--- src/rtl/ook_packet_decoder.sv ---
// OOK pulse-width frame decoder: conditions the RF envelope, recovers 16-bit
// frames, checks parity and confirms a command after enough identical repeats.
module ook_packet_decoder #(
   parameter int UNIT_TICKS      = 4800,
   parameter int FILTER_TICKS    = 16,
   parameter int SYNC_UNITS      = 10,
   parameter int BURST_GAP_UNITS = 100,
   parameter int FRAME_BITS      = 16,
   parameter int MIN_REPEATS     = 3,
   parameter int CNT_W           = 20
) (
   input  logic        clk,
   input  logic        reset,
   input  logic        ook_in,
   output logic        frame_strobe,
   output logic [11:0] frame_addr,
   output logic [2:0]  frame_cmd,
   output logic        cmd_valid,
   output logic [2:0]  cmd_out,
   output logic [11:0] addr_out,
   output logic        error_strobe,
   output logic        busy
);

   typedef enum logic [2:0] {S_IDLE, S_ARMED, S_HIGH, S_LOW, S_CHECK} state_e;

   localparam int FLT_W  = (FILTER_TICKS > 1) ? $clog2(FILTER_TICKS) : 1;
   localparam int BIT_W  = $clog2(FRAME_BITS + 1);
   localparam int REP_W  = $clog2(MIN_REPEATS + 2);
   localparam int DATA_W = FRAME_BITS - 1;

   // Pulse limits are compared against twice the duration so T/2 stays integral.
   localparam logic [CNT_W:0]   LIM_LO     = (CNT_W+1)'(UNIT_TICKS);
   localparam logic [CNT_W:0]   LIM_MID    = (CNT_W+1)'(3 * UNIT_TICKS);
   localparam logic [CNT_W:0]   LIM_HI     = (CNT_W+1)'(5 * UNIT_TICKS);
   localparam logic [CNT_W-1:0] SYNC_TICKS = CNT_W'(SYNC_UNITS * UNIT_TICKS);
   localparam logic [CNT_W-1:0] GAP_TICKS  = CNT_W'(BURST_GAP_UNITS * UNIT_TICKS);

   state_e                  state_q, state_d;
   logic                    meta_q, meta_d;
   logic                    sync_q, sync_d;
   logic                    filt_q, filt_d;
   logic                    filt_prev_q, filt_prev_d;
   logic [FLT_W-1:0]        flt_cnt_q, flt_cnt_d;
   logic [CNT_W-1:0]        dur_q, dur_d;
   logic [BIT_W-1:0]        bit_cnt_q, bit_cnt_d;
   logic [FRAME_BITS-1:0]   shift_q, shift_d;
   logic [REP_W-1:0]        rep_cnt_q, rep_cnt_d;
   logic [DATA_W-1:0]       rep_data_q, rep_data_d;
   logic                    frame_strobe_q, frame_strobe_d;
   logic [11:0]             frame_addr_q, frame_addr_d;
   logic [2:0]              frame_cmd_q, frame_cmd_d;
   logic                    cmd_valid_q, cmd_valid_d;
   logic [2:0]              cmd_out_q, cmd_out_d;
   logic [11:0]             addr_out_q, addr_out_d;
   logic                    error_strobe_q, error_strobe_d;

   logic                    edge_seen, rise, fall;
   logic [CNT_W:0]          dur_x2;
   logic                    pulse_ok, bit_val, too_long;

   // Input conditioning and duration counter
   always_comb begin
      // NOTE: every variable written here gets a default first, so no path can infer a latch.
      meta_d      = ook_in;
      sync_d      = meta_q;
      filt_d      = filt_q;
      flt_cnt_d   = '0;
      filt_prev_d = filt_q;
      if (sync_q != filt_q) begin
         if (flt_cnt_q == FLT_W'(FILTER_TICKS - 1)) filt_d    = sync_q;
         else                                      flt_cnt_d = flt_cnt_q + FLT_W'(1);
      end

      edge_seen = filt_q ^ filt_prev_q;
      rise      = edge_seen & filt_q;
      fall      = edge_seen & ~filt_q;

      // On an edge cycle dur_q still holds the full length of the level that just ended.
      if (edge_seen)         dur_d = CNT_W'(1);
      else if (&dur_q)       dur_d = dur_q;
      else                   dur_d = dur_q + CNT_W'(1);

      dur_x2   = {dur_q, 1'b0};
      pulse_ok = (dur_x2 >= LIM_LO) && (dur_x2 <= LIM_HI);
      bit_val  = (dur_x2 >= LIM_MID);
      too_long = (dur_x2 > LIM_HI);
   end

   // Frame FSM and repeat tracking
   always_comb begin
      state_d        = state_q;
      bit_cnt_d      = bit_cnt_q;
      shift_d        = shift_q;
      rep_cnt_d      = rep_cnt_q;
      rep_data_d     = rep_data_q;
      frame_strobe_d = 1'b0;
      frame_addr_d   = frame_addr_q;
      frame_cmd_d    = frame_cmd_q;
      cmd_valid_d    = 1'b0;
      cmd_out_d      = cmd_out_q;
      addr_out_d     = addr_out_q;
      error_strobe_d = 1'b0;

      if (!filt_q && (dur_q >= GAP_TICKS)) begin
         rep_cnt_d  = '0;
         rep_data_d = '0;
      end

      unique case (state_q)
         S_IDLE: begin
            if (!filt_q && (dur_q >= SYNC_TICKS)) state_d = S_ARMED;
         end
         S_ARMED: begin
            if (rise) begin
               state_d   = S_HIGH;
               bit_cnt_d = '0;
            end
         end
         S_HIGH: begin
            if (fall) begin
               if (!pulse_ok) begin
                  error_strobe_d = 1'b1;
                  state_d        = S_IDLE;
               end else begin
                  shift_d   = {shift_q[FRAME_BITS-2:0], bit_val};
                  bit_cnt_d = bit_cnt_q + BIT_W'(1);
                  state_d   = (bit_cnt_d == BIT_W'(FRAME_BITS)) ? S_CHECK : S_LOW;
               end
            end else if (too_long) begin
               error_strobe_d = 1'b1;
               state_d        = S_IDLE;
            end
         end
         S_LOW: begin
            // The duration counter keeps running after a timeout so the gap still counts toward arming.
            if (rise) begin
               state_d = S_HIGH;
            end else if (too_long) begin
               error_strobe_d = 1'b1;
               state_d        = S_IDLE;
            end
         end
         S_CHECK: begin
            state_d = S_IDLE;
            if (^shift_q == 1'b0) begin
               frame_strobe_d = 1'b1;
               frame_addr_d   = shift_q[FRAME_BITS-1 -: 12];
               frame_cmd_d    = shift_q[3:1];
               if ((rep_cnt_q != '0) && (shift_q[FRAME_BITS-1:1] == rep_data_q)) begin
                  if (!(&rep_cnt_q)) rep_cnt_d = rep_cnt_q + REP_W'(1);
               end else begin
                  rep_cnt_d  = REP_W'(1);
                  rep_data_d = shift_q[FRAME_BITS-1:1];
               end
               if (rep_cnt_d == REP_W'(MIN_REPEATS)) begin
                  cmd_valid_d = 1'b1;
                  cmd_out_d   = frame_cmd_d;
                  addr_out_d  = frame_addr_d;
               end
            end else begin
               error_strobe_d = 1'b1;
            end
         end
         default: state_d = S_IDLE;
      endcase
   end

   always_ff @(posedge clk) begin
      // NOTE: non-blocking assignments only, so every flop samples pre-edge values.
      if (reset) begin
         state_q        <= S_IDLE;
         meta_q         <= 1'b0;
         sync_q         <= 1'b0;
         filt_q         <= 1'b0;
         filt_prev_q    <= 1'b0;
         flt_cnt_q      <= '0;
         dur_q          <= '0;
         bit_cnt_q      <= '0;
         shift_q        <= '0;
         rep_cnt_q      <= '0;
         rep_data_q     <= '0;
         frame_strobe_q <= 1'b0;
         frame_addr_q   <= '0;
         frame_cmd_q    <= '0;
         cmd_valid_q    <= 1'b0;
         cmd_out_q      <= '0;
         addr_out_q     <= '0;
         error_strobe_q <= 1'b0;
      end else begin
         state_q        <= state_d;
         meta_q         <= meta_d;
         sync_q         <= sync_d;
         filt_q         <= filt_d;
         filt_prev_q    <= filt_prev_d;
         flt_cnt_q      <= flt_cnt_d;
         dur_q          <= dur_d;
         bit_cnt_q      <= bit_cnt_d;
         shift_q        <= shift_d;
         rep_cnt_q      <= rep_cnt_d;
         rep_data_q     <= rep_data_d;
         frame_strobe_q <= frame_strobe_d;
         frame_addr_q   <= frame_addr_d;
         frame_cmd_q    <= frame_cmd_d;
         cmd_valid_q    <= cmd_valid_d;
         cmd_out_q      <= cmd_out_d;
         addr_out_q     <= addr_out_d;
         error_strobe_q <= error_strobe_d;
      end
   end

   assign frame_strobe = frame_strobe_q;
   assign frame_addr   = frame_addr_q;
   assign frame_cmd    = frame_cmd_q;
   assign cmd_valid    = cmd_valid_q;
   assign cmd_out      = cmd_out_q;
   assign addr_out     = addr_out_q;
   assign error_strobe = error_strobe_q;
   assign busy         = (state_q == S_HIGH) || (state_q == S_LOW) || (state_q == S_CHECK);

endmodule
--- config.mk ---
export PLATFORM = sky130hd
export DESIGN_NAME = ook_packet_decoder
export DESIGN_NICKNAME = d
export VERILOG_FILES = /design/src/rtl/ook_packet_decoder.sv
export SDC_FILE = /design/constraint.sdc
export NUM_CORES = 1
export LEC_CHECK = 0
export BUFFER_PORTS_ARGS = -buffer_cell sky130_fd_sc_hd__buf_2
export CORE_UTILIZATION = 55
export CTS_CLUSTER_SIZE = 12
export DETAILED_ROUTE_END_ITERATION = 8
export PLACE_DENSITY = 0.81
export SLEW_MARGIN = 20
export SYNTH_ARGS = -nofsm -noshare
export SYNTH_HDL_FRONTEND = slang
export SYNTH_SLANG_ARGS = --single-unit
--- constraint.sdc ---
create_clock -name clk -period 2.7 [get_ports clk]
set_input_delay 0.54 -clock clk [delete_from_list [all_inputs] [get_ports clk]]
set_output_delay 0.54 -clock clk [all_outputs]
set_load 0.005 [all_outputs]
==> impl_metrics.toml <==
[routing]
first_pass_iters = 6
post_drt_wl_per_cell_um = 15.4
routed-via-count = 3900
drc = 0
drt-total-wl_um = 10400
drtAntennaViolNets = 0
drtIter0Drc = 187
via_per_inst = 5.76

[place]
hpwl_um = 7370
io_buffers = 36
gp_congestion = 0.833

[clock_tree]
cts_tree = "yes"
ctsResizeCount = 0
clk-insertion-delay-late_ps = 370
cts.sinks = 103
postCtsSetupRepairBufs = 0
cts_max_path_buffers = 2
cts_root_buf = "clkbuf_8"
cts_buffers = 9
cts_hold_buf = 0
htree_levels = 3
clk_pin_slew_ps = 110

[setup_path]
rr_endpoint = "shift_q[9]"
reg2reg_depth = 7
worst_ep_arrival_time_ps = 1910
worstPathRequired_ps = 2160
crit-reg2reg-launch = "dur_q[16]"
startpoint_type = "flip-flop"
path_class = "flip-flop to output pin"
rrSetupSlack_ps = 270
cp_max_fo = 12
crit_start = "state_q[0]"
end_kind = "output pin"

[final_layout]
final_common_cell = "dfxtp_1"
nets = 577
drive_above_1_share_pct = 15.5
final_cell_mix = "dfxtp_1, nand2_1, nor2_1"
n_antenna_cell = 0
fill_cells = 724
final_util_pct = 62.6
area_delta_synth_final_pct = 10.3

[logic_synthesis]
syn-num-nets = 549
synthCells = 536
synth.top_cell.area_share_pct = 41.9
syn_area_sq_um = 4920
ys_seq_area_share_pct = 41.9
syn_avg_cell_area_sq_um = 9.18
yosys-top-cells-area = "dfxtp_1, mux2i_1, xnor2_1"
synth_ff_type = "dfxtp_1"
yosys.area.top_type = "dfxtp_1"
ys_ff_latch = 103
async_flop_share_pct = 0
yosysWarnings = 0
synth_edf_count = 0
synth_cell_types = 68

[pwr]
swShare_pct = 24.6
power_switching_w = 0.000632
power.share.sequential_pct = 60.0
max-vdd-ir-drop_mv = 0.371
p_per_area_nw_per_um2 = 473
leakage_nw = 2.26
p_clk_share_pct = 37.1
p_int_w = 0.00194
p_comb_share_pct = 2.9

[global_routing]
grt_first_pass_wirelength_um = 17800
grt_pass1_vias = 3724
grt-ovfl-total = 0
antenna_found_initial = 0
grt_max_degree = 46
track_usage_pct = 23.1

[floorplanning]
dieHeight_um = 96.6
die_x_um = 96.6
row_count = 34
pin_count = 37
core_area_sq_um = 8680
die-area_sq_um = 9330
start_util_pct = 56.7

[worst_hold_path]
min_to = "meta_q"
hold_depth = 2
min_from = "ook_in"
hp-class = "input pin to flip-flop"

[timing]
report.final.slew_viol_count = 0
setup_viol = 0
finalHoldViolations = 0
fin_setup_tns_ps = 0
fmax_ghz = 0.409
fin_crit_ps = 2450
rsz0062_at_grt = "no"
tightest_slew_ps = 625
finalCritPeriodShare_pct = 90.6
slew_headroom_pct = 58.3
finClkSkew_ps = 15.3

[job]
maxCapViolCount = 0

[outcome]
status = "completed"
-- kinds of logic after synthesis --
logic type	count (synthesis)	share of synthesized area, %
flip-flops	103	41.9
AND/OR/NAND/NOR	212	21.3
multiplexers	45	9.15
XOR/XNOR	52	9.86
adder cells (fa/ha/maj)	10	2.54
buffers and inverters	45	4.09
AO/OA/AOI/OAI	69	11.2
-- worst max path at each step --
stage              endpoint  slack, ps  depth (start not counted)
3_3_place_gp   bit_cnt_q[3]        360                          6
5_1_grt                busy        130                          5
4_1_cts          shift_q[9]        260                          7
6_report               busy        250                          5
2_1_floorplan  bit_cnt_q[3]        440                          6
3_5_place_dp     shift_q[6]        310                          7
-- per-stage QoR --
stage,setup WS (ps),total power (W),hold slack (ps),cells,instance area (sq um)
6_report,255,0.00257,374,677,5430
4_1_cts,261,0.00259,366,677,5430
3_5_place_dp,306,0.00165,437,661,5230
2_1_floorplan,445,0.00163,414,536,4920
5_1_grt,132,0.00266,373,677,5430
3_3_place_gp,356,0.00165,427,661,5230
-- final cells by class --
| type | instances | area [sq um] | share of cell area [%] |
|---|---|---|---|
| clock inverter | 6 | 62.6 | 1.15 |
| clock buffer | 10 | 138 | 2.54 |
| timing repair buffer | 48 | 320 | 5.90 |
| inverter | 14 | 52.6 | 0.968 |
| tap | 108 | 135 | 2.49 |
| multi-input combinational | 388 | 2660 | 49.0 |
| sequential | 103 | 2060 | 38.0 |
-- worst max-delay path, stage by stage (launching register included) --
cell	delay [ps]
dfxtp_1	520
nor2_1	120
nand2_1	400
buf_4	290
nand2_1	80
buf_2	130
-- state kept, by name (all words and copies together) (netlist names), 3 cells and up --
register	cells
addr_out	12
bit_cnt_q	5
cmd_out	3
dur_q	20
flt_cnt_q	4
frame_addr	12
frame_cmd	3
rep_cnt_q	3
rep_data_q	15
shift_q	16
state_q	3
-- cell usage after synthesis, types with 3 or more instances --
master    count
o21ai_0       3
a31o_2        6
o21ai_1       3
a31oi_1       3
nor3_1       23
a21oi_1      12
and3_1        7
clkbuf_1     18
ha_1         10
xor2_1       15
buf_2         8
a32o_1        3
nand2_1      69
xnor2_1      33
mux2i_1      45
nand3_1      15
nor2_1       55
o21a_1        3
dfxtp_1     103
nand2b_1      5
nor4_1        6
xnor2_2       3
a31o_1       11
inv_1        13
nand4_1      10
a211oi_1      3
-- power groups by stage --
stage / registers (W) / logic, W / clock network (W)
final: 0.00154 / 0.0000734 / 0.000953
after global routing: 0.00154 / 0.0000816 / 0.00103
after CTS: 0.00154 / 0.0000732 / 0.000977
after detailed placement: 0.00158 / 0.0000725 / 0
after global placement: 0.00157 / 0.0000704 / 0
after floorplan: 0.00157 / 0.0000592 / 0
-- routing by layer --
metal	GRT usage, %	vias to the layer above	wire (um)
li1	-	1936	-
met1	29.5	1877	4810
met2	39.5	73	5090
met3	4.41	14	395
met4	6.77	0	151
met5	0	-	0
Power figures use the tool's default switching activity.
